<file path="src/rtl/usb_pulpino_byte_streamer_if.sv">
// Bus bundle between the USB register side and the PULPino GPIO byte channel.
// The slave modport is the streamer's view; the master modport drives it.
interface usb_pulpino_byte_streamer_if #(
    parameter int unsigned pDEPTH_LOG2 = 3
);
    // Word input from the register file plus control levels
    logic                   wr_valid_i;
    logic [31:0]            wr_data_i;
    logic                   flush_i;
    logic                   data_in_done_i;
    // Firmware-side ack counter (gpio_out[9:8])
    logic [1:0]             data_in_pulpino_turn;
    // Producer side of the byte channel (gpio_in[9:0])
    logic [7:0]             gpio_data_in;
    logic [1:0]             data_in_io_turn;
    // Status
    logic                   stream_end_o;
    logic [pDEPTH_LOG2:0]   fifo_count_o;
    logic                   fifo_full_o;
    logic                   fifo_empty_o;
    logic                   overflow_o;
    logic                   busy_o;

    modport slave (
        input  wr_valid_i, wr_data_i, flush_i, data_in_done_i, data_in_pulpino_turn,
        output gpio_data_in, data_in_io_turn, stream_end_o, fifo_count_o, fifo_full_o,
               fifo_empty_o, overflow_o, busy_o
    );

    modport master (
        output wr_valid_i, wr_data_i, flush_i, data_in_done_i, data_in_pulpino_turn,
        input  gpio_data_in, data_in_io_turn, stream_end_o, fifo_count_o, fifo_full_o,
               fifo_empty_o, overflow_o, busy_o
    );
endinterface

</file>
<file path="src/rtl/usb_pulpino_byte_streamer.sv">
// Word FIFO plus byte serialiser feeding the PULPino GPIO input byte.
// Each byte is published with a 2-bit turn counter; firmware acks by copying
// the counter back, and the channel is free whenever the two counters match.
module usb_pulpino_byte_streamer #(
    parameter int unsigned pDEPTH_LOG2 = 3,
    parameter bit          pLSB_FIRST  = 1'b1
) (
    input  logic                           clk,
    input  logic                           reset_i,
    usb_pulpino_byte_streamer_if.slave     bus
);
    localparam int unsigned cDEPTH = 1 << pDEPTH_LOG2;
    localparam logic [pDEPTH_LOG2:0]   cCNT_ONE = (pDEPTH_LOG2 + 1)'(1);
    localparam logic [pDEPTH_LOG2-1:0] cPTR_ONE = pDEPTH_LOG2'(1);

    typedef enum logic [1:0] {StIdle, StPresent, StWaitAck} state_e;

    state_e                 r_state;
    state_e                 w_state_next;

    logic [31:0]            r_mem [cDEPTH];
    logic [pDEPTH_LOG2-1:0] r_wr_ptr;
    logic [pDEPTH_LOG2-1:0] r_rd_ptr;
    logic [pDEPTH_LOG2:0]   r_count;
    logic                   r_overflow;

    logic [31:0]            r_shift;
    logic [1:0]             r_byte_idx;
    logic [7:0]             r_gpio;
    logic [1:0]             r_io_turn;

    logic                   w_empty;
    logic                   w_full;
    logic                   w_chan_free;
    logic                   w_pop;
    logic                   w_push;
    logic                   w_drop;
    logic                   w_present;
    logic                   w_advance;
    logic [31:0]            w_head;
    logic [31:0]            w_shifted;
    logic [7:0]             w_sel_byte;

    // Count can reach depth, so its MSB alone marks full
    assign w_empty     = (r_count == '0);
    assign w_full      = r_count[pDEPTH_LOG2];
    assign w_chan_free = (bus.data_in_pulpino_turn == r_io_turn);
    assign w_head      = r_mem[r_rd_ptr];

    // State register
    always_ff @(posedge clk or posedge reset_i) begin
        if (reset_i) begin
            r_state <= StIdle;
        end else begin
            r_state <= w_state_next;
        end
    end

    // Next-state logic; flush overrides everything
    always_comb begin
        w_state_next = r_state;
        if (bus.flush_i) begin
            w_state_next = StIdle;
        end else begin
            unique case (r_state)
                StIdle: begin
                    if (w_pop) begin
                        w_state_next = StPresent;
                    end
                end
                StPresent: begin
                    w_state_next = StWaitAck;
                end
                StWaitAck: begin
                    if (w_chan_free) begin
                        w_state_next = (r_byte_idx == 2'd3) ? StIdle : StPresent;
                    end
                end
                default: begin
                    w_state_next = StIdle;
                end
            endcase
        end
    end

    // FSM-decoded strobes and the byte/shift selection
    always_comb begin
        // Never pop while firmware still owes an ack, so a stale ack cannot skip a word
        w_pop     = (r_state == StIdle) && !w_empty && w_chan_free && !bus.flush_i;
        w_present = (r_state == StPresent) && !bus.flush_i;
        w_advance = (r_state == StWaitAck) && w_chan_free && (r_byte_idx != 2'd3)
                    && !bus.flush_i;
        // A write into a full FIFO still lands if the head leaves on the same edge
        w_push    = bus.wr_valid_i && !bus.flush_i && (!w_full || w_pop);
        w_drop    = bus.wr_valid_i && !bus.flush_i && w_full && !w_pop;
        if (pLSB_FIRST) begin
            w_sel_byte = r_shift[7:0];
            w_shifted  = {8'h00, r_shift[31:8]};
        end else begin
            w_sel_byte = r_shift[31:24];
            w_shifted  = {r_shift[23:0], 8'h00};
        end
    end

    // FIFO storage; contents need no reset since pointers gate every read
    always_ff @(posedge clk) begin
        if (w_push) begin
            r_mem[r_wr_ptr] <= bus.wr_data_i;
        end
    end

    // FIFO pointers, occupancy and sticky overflow
    always_ff @(posedge clk or posedge reset_i) begin
        if (reset_i) begin
            r_wr_ptr   <= '0;
            r_rd_ptr   <= '0;
            r_count    <= '0;
            r_overflow <= 1'b0;
        end else if (bus.flush_i) begin
            r_wr_ptr   <= '0;
            r_rd_ptr   <= '0;
            r_count    <= '0;
            r_overflow <= 1'b0;
        end else begin
            if (w_push) begin
                r_wr_ptr <= r_wr_ptr + cPTR_ONE;
            end
            if (w_pop) begin
                r_rd_ptr <= r_rd_ptr + cPTR_ONE;
            end
            unique case ({w_push, w_pop})
                2'b10:   r_count <= r_count + cCNT_ONE;
                2'b01:   r_count <= r_count - cCNT_ONE;
                default: r_count <= r_count;
            endcase
            if (w_drop) begin
                r_overflow <= 1'b1;
            end
        end
    end

    // Serialiser datapath; flush leaves gpio/io_turn alone so firmware stays in step
    always_ff @(posedge clk or posedge reset_i) begin
        if (reset_i) begin
            r_shift    <= '0;
            r_byte_idx <= '0;
            r_gpio     <= '0;
            r_io_turn  <= '0;
        end else begin
            if (w_pop) begin
                r_shift    <= w_head;
                r_byte_idx <= 2'd0;
            end else if (w_advance) begin
                r_shift    <= w_shifted;
                r_byte_idx <= r_byte_idx + 2'd1;
            end
            if (w_present) begin
                r_gpio    <= w_sel_byte;
                r_io_turn <= r_io_turn + 2'd1;
            end
        end
    end

    assign bus.gpio_data_in    = r_gpio;
    assign bus.data_in_io_turn = r_io_turn;
    assign bus.stream_end_o    = bus.data_in_done_i && w_empty && (r_state == StIdle);
    assign bus.fifo_count_o    = r_count;
    assign bus.fifo_full_o     = w_full;
    assign bus.fifo_empty_o    = w_empty;
    assign bus.overflow_o      = r_overflow;
    assign bus.busy_o          = (r_state != StIdle);

endmodule

</file>
<file path="src/flat_wrapper.sv">
// flat-port wrapper written by rule: the top's interface ports become plain ports
module usb_pulpino_byte_streamer_flat 
#(
    parameter int unsigned pDEPTH_LOG2 = 3,
    parameter bit          pLSB_FIRST  = 1'b1
)
  (clk, reset_i, bus_wr_valid_i, bus_wr_data_i, bus_flush_i, bus_data_in_done_i, bus_data_in_pulpino_turn, bus_gpio_data_in, bus_data_in_io_turn, bus_stream_end_o, bus_fifo_count_o, bus_fifo_full_o, bus_fifo_empty_o, bus_overflow_o, bus_busy_o);
  usb_pulpino_byte_streamer_if #(.pDEPTH_LOG2(pDEPTH_LOG2)) bus_i ();
  input  logic clk;
  input  logic reset_i;
  input wire logic [$bits(bus_i.wr_valid_i)-1:0] bus_wr_valid_i;
  input wire logic [$bits(bus_i.wr_data_i)-1:0] bus_wr_data_i;
  input wire logic [$bits(bus_i.flush_i)-1:0] bus_flush_i;
  input wire logic [$bits(bus_i.data_in_done_i)-1:0] bus_data_in_done_i;
  input wire logic [$bits(bus_i.data_in_pulpino_turn)-1:0] bus_data_in_pulpino_turn;
  output wire logic [$bits(bus_i.gpio_data_in)-1:0] bus_gpio_data_in;
  output wire logic [$bits(bus_i.data_in_io_turn)-1:0] bus_data_in_io_turn;
  output wire logic [$bits(bus_i.stream_end_o)-1:0] bus_stream_end_o;
  output wire logic [$bits(bus_i.fifo_count_o)-1:0] bus_fifo_count_o;
  output wire logic [$bits(bus_i.fifo_full_o)-1:0] bus_fifo_full_o;
  output wire logic [$bits(bus_i.fifo_empty_o)-1:0] bus_fifo_empty_o;
  output wire logic [$bits(bus_i.overflow_o)-1:0] bus_overflow_o;
  output wire logic [$bits(bus_i.busy_o)-1:0] bus_busy_o;
  assign bus_i.wr_valid_i = bus_wr_valid_i;
  assign bus_i.wr_data_i = bus_wr_data_i;
  assign bus_i.flush_i = bus_flush_i;
  assign bus_i.data_in_done_i = bus_data_in_done_i;
  assign bus_i.data_in_pulpino_turn = bus_data_in_pulpino_turn;
  assign bus_gpio_data_in = bus_i.gpio_data_in;
  assign bus_data_in_io_turn = bus_i.data_in_io_turn;
  assign bus_stream_end_o = bus_i.stream_end_o;
  assign bus_fifo_count_o = bus_i.fifo_count_o;
  assign bus_fifo_full_o = bus_i.fifo_full_o;
  assign bus_fifo_empty_o = bus_i.fifo_empty_o;
  assign bus_overflow_o = bus_i.overflow_o;
  assign bus_busy_o = bus_i.busy_o;
  usb_pulpino_byte_streamer #(.pDEPTH_LOG2(pDEPTH_LOG2), .pLSB_FIRST(pLSB_FIRST)) u_core (.clk(clk), .reset_i(reset_i), .bus(bus_i));
endmodule
</file>
<file path="config.mk">
export PLATFORM = sky130hd
export DESIGN_NAME = usb_pulpino_byte_streamer_flat
export DESIGN_NICKNAME = d
export VERILOG_FILES = /design/src/rtl/usb_pulpino_byte_streamer_if.sv /design/src/rtl/usb_pulpino_byte_streamer.sv /design/src/flat_wrapper.sv
export SDC_FILE = /design/constraint.sdc
export NUM_CORES = 1
export LEC_CHECK = 0
export BUFFER_PORTS_ARGS = -buffer_cell sky130_fd_sc_hd__buf_2
export CAP_MARGIN = 20
export CORE_UTILIZATION = 37
export CTS_CLUSTER_SIZE = 25
export DETAILED_ROUTE_END_ITERATION = 8
export GPL_TIMING_DRIVEN = 0
export PLACE_DENSITY_LB_ADDON = 0.3
export SKIP_CTS_REPAIR_TIMING = 1
export SYNTH_ARGS = -nofsm -noshare
export SYNTH_HDL_FRONTEND = slang
export SYNTH_SLANG_ARGS = --single-unit
</file>
<file path="constraint.sdc">
create_clock -name clk -period 5.98 [get_ports clk]
set_clock_uncertainty 0.15 [all_clocks]
set_input_delay 1.196 -clock clk [delete_from_list [all_inputs] [get_ports clk]]
set_output_delay 1.196 -clock clk [all_outputs]
set_load 0.03 [all_outputs]
</file>
==> results.toml <==
[clock_tree]
cts_max_path_buffers = 3
clk_latency_ps = 520
clk_pin_slew_ps = 60
cts_max_level = 2
cts.sinks = 313
root_buffer = "clkbuf_16"
numCtsBuffers = 34
cts_tree = "built"

[power]
finalPower_uw = 5780
switching_power_uw = 1590
leakage_uw = 0.00504
clkPwrFrac_pct = 34.0
p_int_uw = 4180
vdd_drop_max_mv = 0.223
power.share.combinational_pct = 20.4
powerDensity_nw_per_um2 = 391
p_sw_share_pct = 27.6
seqPwrFrac_pct = 45.6

[synth]
synthFlopType = "edfxtp_1"
ys_seq_elements = 313
synth_area_per_cell_um2 = 18.9
synth_cells = 665
synth_edf_count = 256
syn_nets = 709
synthDistinctLibCells = 52
yosys_warnings = 0
async_flop_share_pct = 18.2
syn_area_um2 = 12600
synth-seq-area-share_pct = 72.5

[drt]
wl_um = 25500
vias_per_cell = 5.11
drt-initial-drc-count = 420
vias = 6351
drt_pass1_iterations = 5
met2_wirelength_um = 12100
post-route-drc-count = 0
wl_per_cell_um = 20.5
antenna_left = 0
routedLengthMet1_um = 11800
top_layer_used = "met5"
wl_met3_um = 1060

[sta]
fmax_ghz = 0.262
fin_crit_sh_pct = 63.8
rsz0062_at_grt = "no"
setup-tns-final_ps = 0
setup_viol = 0
hold_violations = 0
fin_ws_ps = 2170
slew_violations = 0
fin_crit_ps = 3810
slew_headroom_pct = 33.6
worst_pin_slew_ps = 990

[placed_design]
place_ws_ps = 1640
portBuffers = 57
place_inst = 1183
gp_congestion = 0.736
dp_hpwl_um = 16800

[run]
drv_cap = 0

[worst_setup_path]
cp-end-kind = "flip-flop"
startpoint = "bus_data_in_pulpino_turn[1]"
critPathBufInv = 3
crit_required_ps = 6040
crit_fanout = 10
critical_path.slowest_cell = "nor3_2"
critPathKind = "in -> reg"
critical_path.top_delay_family = "simple AND/OR/NAND/NOR gates"
crit_arrival_ps = 3880
start_kind = "input pin"
crit_path_cell_trace = "buf_2 -> xnor2_2 -> a31o_2 -> nand2_1 -> or3_1 -> nor3_2 -> buf_8 -> buf_6"
reg2reg_from = "u_core.r_state[1]$_DFFE_PP0P_"
cpPeakStageDelay_ps = 800

[floorplan]
start_util_pct = 37.6
die_w_um = 186
die-height_um = 186
core_um2 = 33400
rows = 67
boundaryPins = 58
die-area_um2 = 34700

[global_routing]
grt.overflow.total = 0
grt_use_total_pct = 15.0
antenna_found_initial = 1
grt_pass1_vias = 6652
grt_max_degree = 34
grt_pass1_wl_um = 39700

[cells_and_area]
drive_gt1_share_pct = 34.0
final_cells = 1244
nNetsFinal = 815
area_growth_pct = 17.4
antenna_cells = 0
nFillCells = 2887
final_util_pct = 44.2

[min_path]
worstHoldStart = "u_core.r_shift[7]$_DFFE_PP0P_"
min_path_type = "reg -> reg"

[outcome]
status = "finished clean"
cell usage after synthesis, types with 2 or more instances:
| master | n | area share [%] |
|---|---|---|
| edfxtp_1 | 256 | 61 |
| mux4_2 | 64 | 11 |
| dfrtp_1 | 57 | 11 |
| nor2_1 | 45 | 1.3 |
| nand2_1 | 41 | 1.2 |
| nor2b_1 | 24 | 1.2 |
| a211oi_2 | 22 | 2.2 |
| o31ai_2 | 22 | 2.2 |
| clkbuf_1 | 14 | 0.42 |
| buf_2 | 12 | 0.48 |
| mux2i_1 | 12 | 0.96 |
| mux2_2 | 8 | 0.72 |
| inv_1 | 7 | 0.21 |
| o21ai_0 | 7 | 0.28 |
| ha_1 | 5 | 0.50 |
| o21ai_1 | 5 | 0.20 |
| xor2_1 | 5 | 0.35 |
| buf_4 | 4 | 0.24 |
| buf_6 | 4 | 0.36 |
| nand2b_1 | 4 | 0.20 |
| xnor2_1 | 4 | 0.28 |
| nand3_1 | 3 | 0.12 |
| nand4_1 | 3 | 0.15 |
| nor3_1 | 3 | 0.12 |
| a211oi_1 | 2 | 0.12 |
| a21oi_1 | 2 | 0.080 |
| buf_1 | 2 | 0.060 |
| nor4_1 | 2 | 0.099 |
| o31ai_1 | 2 | 0.12 |
| xnor2_2 | 2 | 0.26 |
cell usage in the layout, fill, tap and decap left out, types with 8 or more instances in the layout:
cell / Yosys / final
buf_6: 4 / 8
nor2b_1: 24 / 24
mux4_2: 64 / 64
buf_2: 12 / 69
nand2_1: 41 / 41
dfrtp_1: 57 / 57
o31ai_2: 22 / 22
a211oi_2: 22 / 22
clkbuf_1: 14 / 23
clkbuf_16: 0 / 35
mux2i_1: 12 / 12
mux2_2: 8 / 8
nor2_1: 45 / 39
edfxtp_1: 256 / 256
power groups by stage:
stage | Sequential [uW] | Clock [uW] | Combinational, uW
6_report | 2630 | 1970 | 1180
5_1_grt | 2650 | 2090 | 1290
4_1_cts | 2640 | 2010 | 1200
3_5_place_dp | 2680 | 0 | 1200
3_3_place_gp | 2680 | 0 | 1170
2_1_floorplan | 2720 | 0 | 826
per-stage QoR:
step	hold WS (ps)	instance area (um2)
finish	331	14800
global route	372	14800
CTS	337	14800
detailed placement	324	13700
global placement	318	13400
floorplan	298	12600
worst reg2reg max path, stage by stage, from the launching register on:
cell	delay [ps]
dfrtp_1	350
buf_2	170
nor2_1	360
a31o_2	300
nand2_1	120
or3_1	500
nor3_2	800
buf_8	250
buf_6	190
area by class of cell:
cell class / count / area [um2] / area share, %
Sequential cell: 313 / 9110 / 61.7
Multi-Input combinational cell: 307 / 3260 / 22.1
Clock buffer: 45 / 923 / 6.25
Tap cell: 448 / 561 / 3.80
Timing Repair Buffer: 70 / 531 / 3.59
Buffer: 38 / 230 / 1.56
Clock inverter: 16 / 123 / 0.830
Inverter: 7 / 26.3 / 0.178
logic make-up (layout without fill, tap and decap cells):
family,after synthesis,in the layout,synth area share (%)
AO/OA/AOI/OAI,70,70,5.69
XOR/XNOR,11,11,0.885
adder cells (fa/ha/maj),5,5,0.497
buffers and inverters,45,176,2.04
flip-flops,313,313,72.5
multiplexers,84,84,13.1
AND/OR/NAND/NOR,137,137,5.29
state kept, by name (all words and copies together), names as in the netlist:
signal,cells
u_core.r_mem,256
u_core.r_shift,32
u_core.bus.gpio_data_in,8
u_core.bus.fifo_count_o,4
u_core.r_rd_ptr,3
u_core.r_wr_ptr,3
u_core.bus.data_in_io_turn,2
u_core.r_byte_idx,2
u_core.r_state,2
u_core.bus.overflow_o,1
metal layers:
metal  global-route usage, %  vias to the layer above
met5                       0                        -
met4                    4.48                        2
met3                    2.14                       45
met2                    24.0                      155
met1                    21.5                     3307
li1                        -                     2842
path summary, 6_finish.rpt:
kind                                                  end  slack, ps  cells past startpoint
max                         u_core.r_mem[0][16]$_DFFE_PP_       2170                      8
min                         u_core.r_shift[7]$_DFFE_PP0P_        330                      2
max reg2reg                 u_core.r_mem[0][16]$_DFFE_PP_       2510                      8
min reg2reg                 u_core.r_shift[7]$_DFFE_PP0P_        330                      2
max in group asynchronous  u_core.r_shift[29]$_DFFE_PP0P_       4480                      3
min in group asynchronous  u_core.r_rd_ptr[1]$_DFFE_PP0P_        610                      2
(Power assumes the default switching activity.)
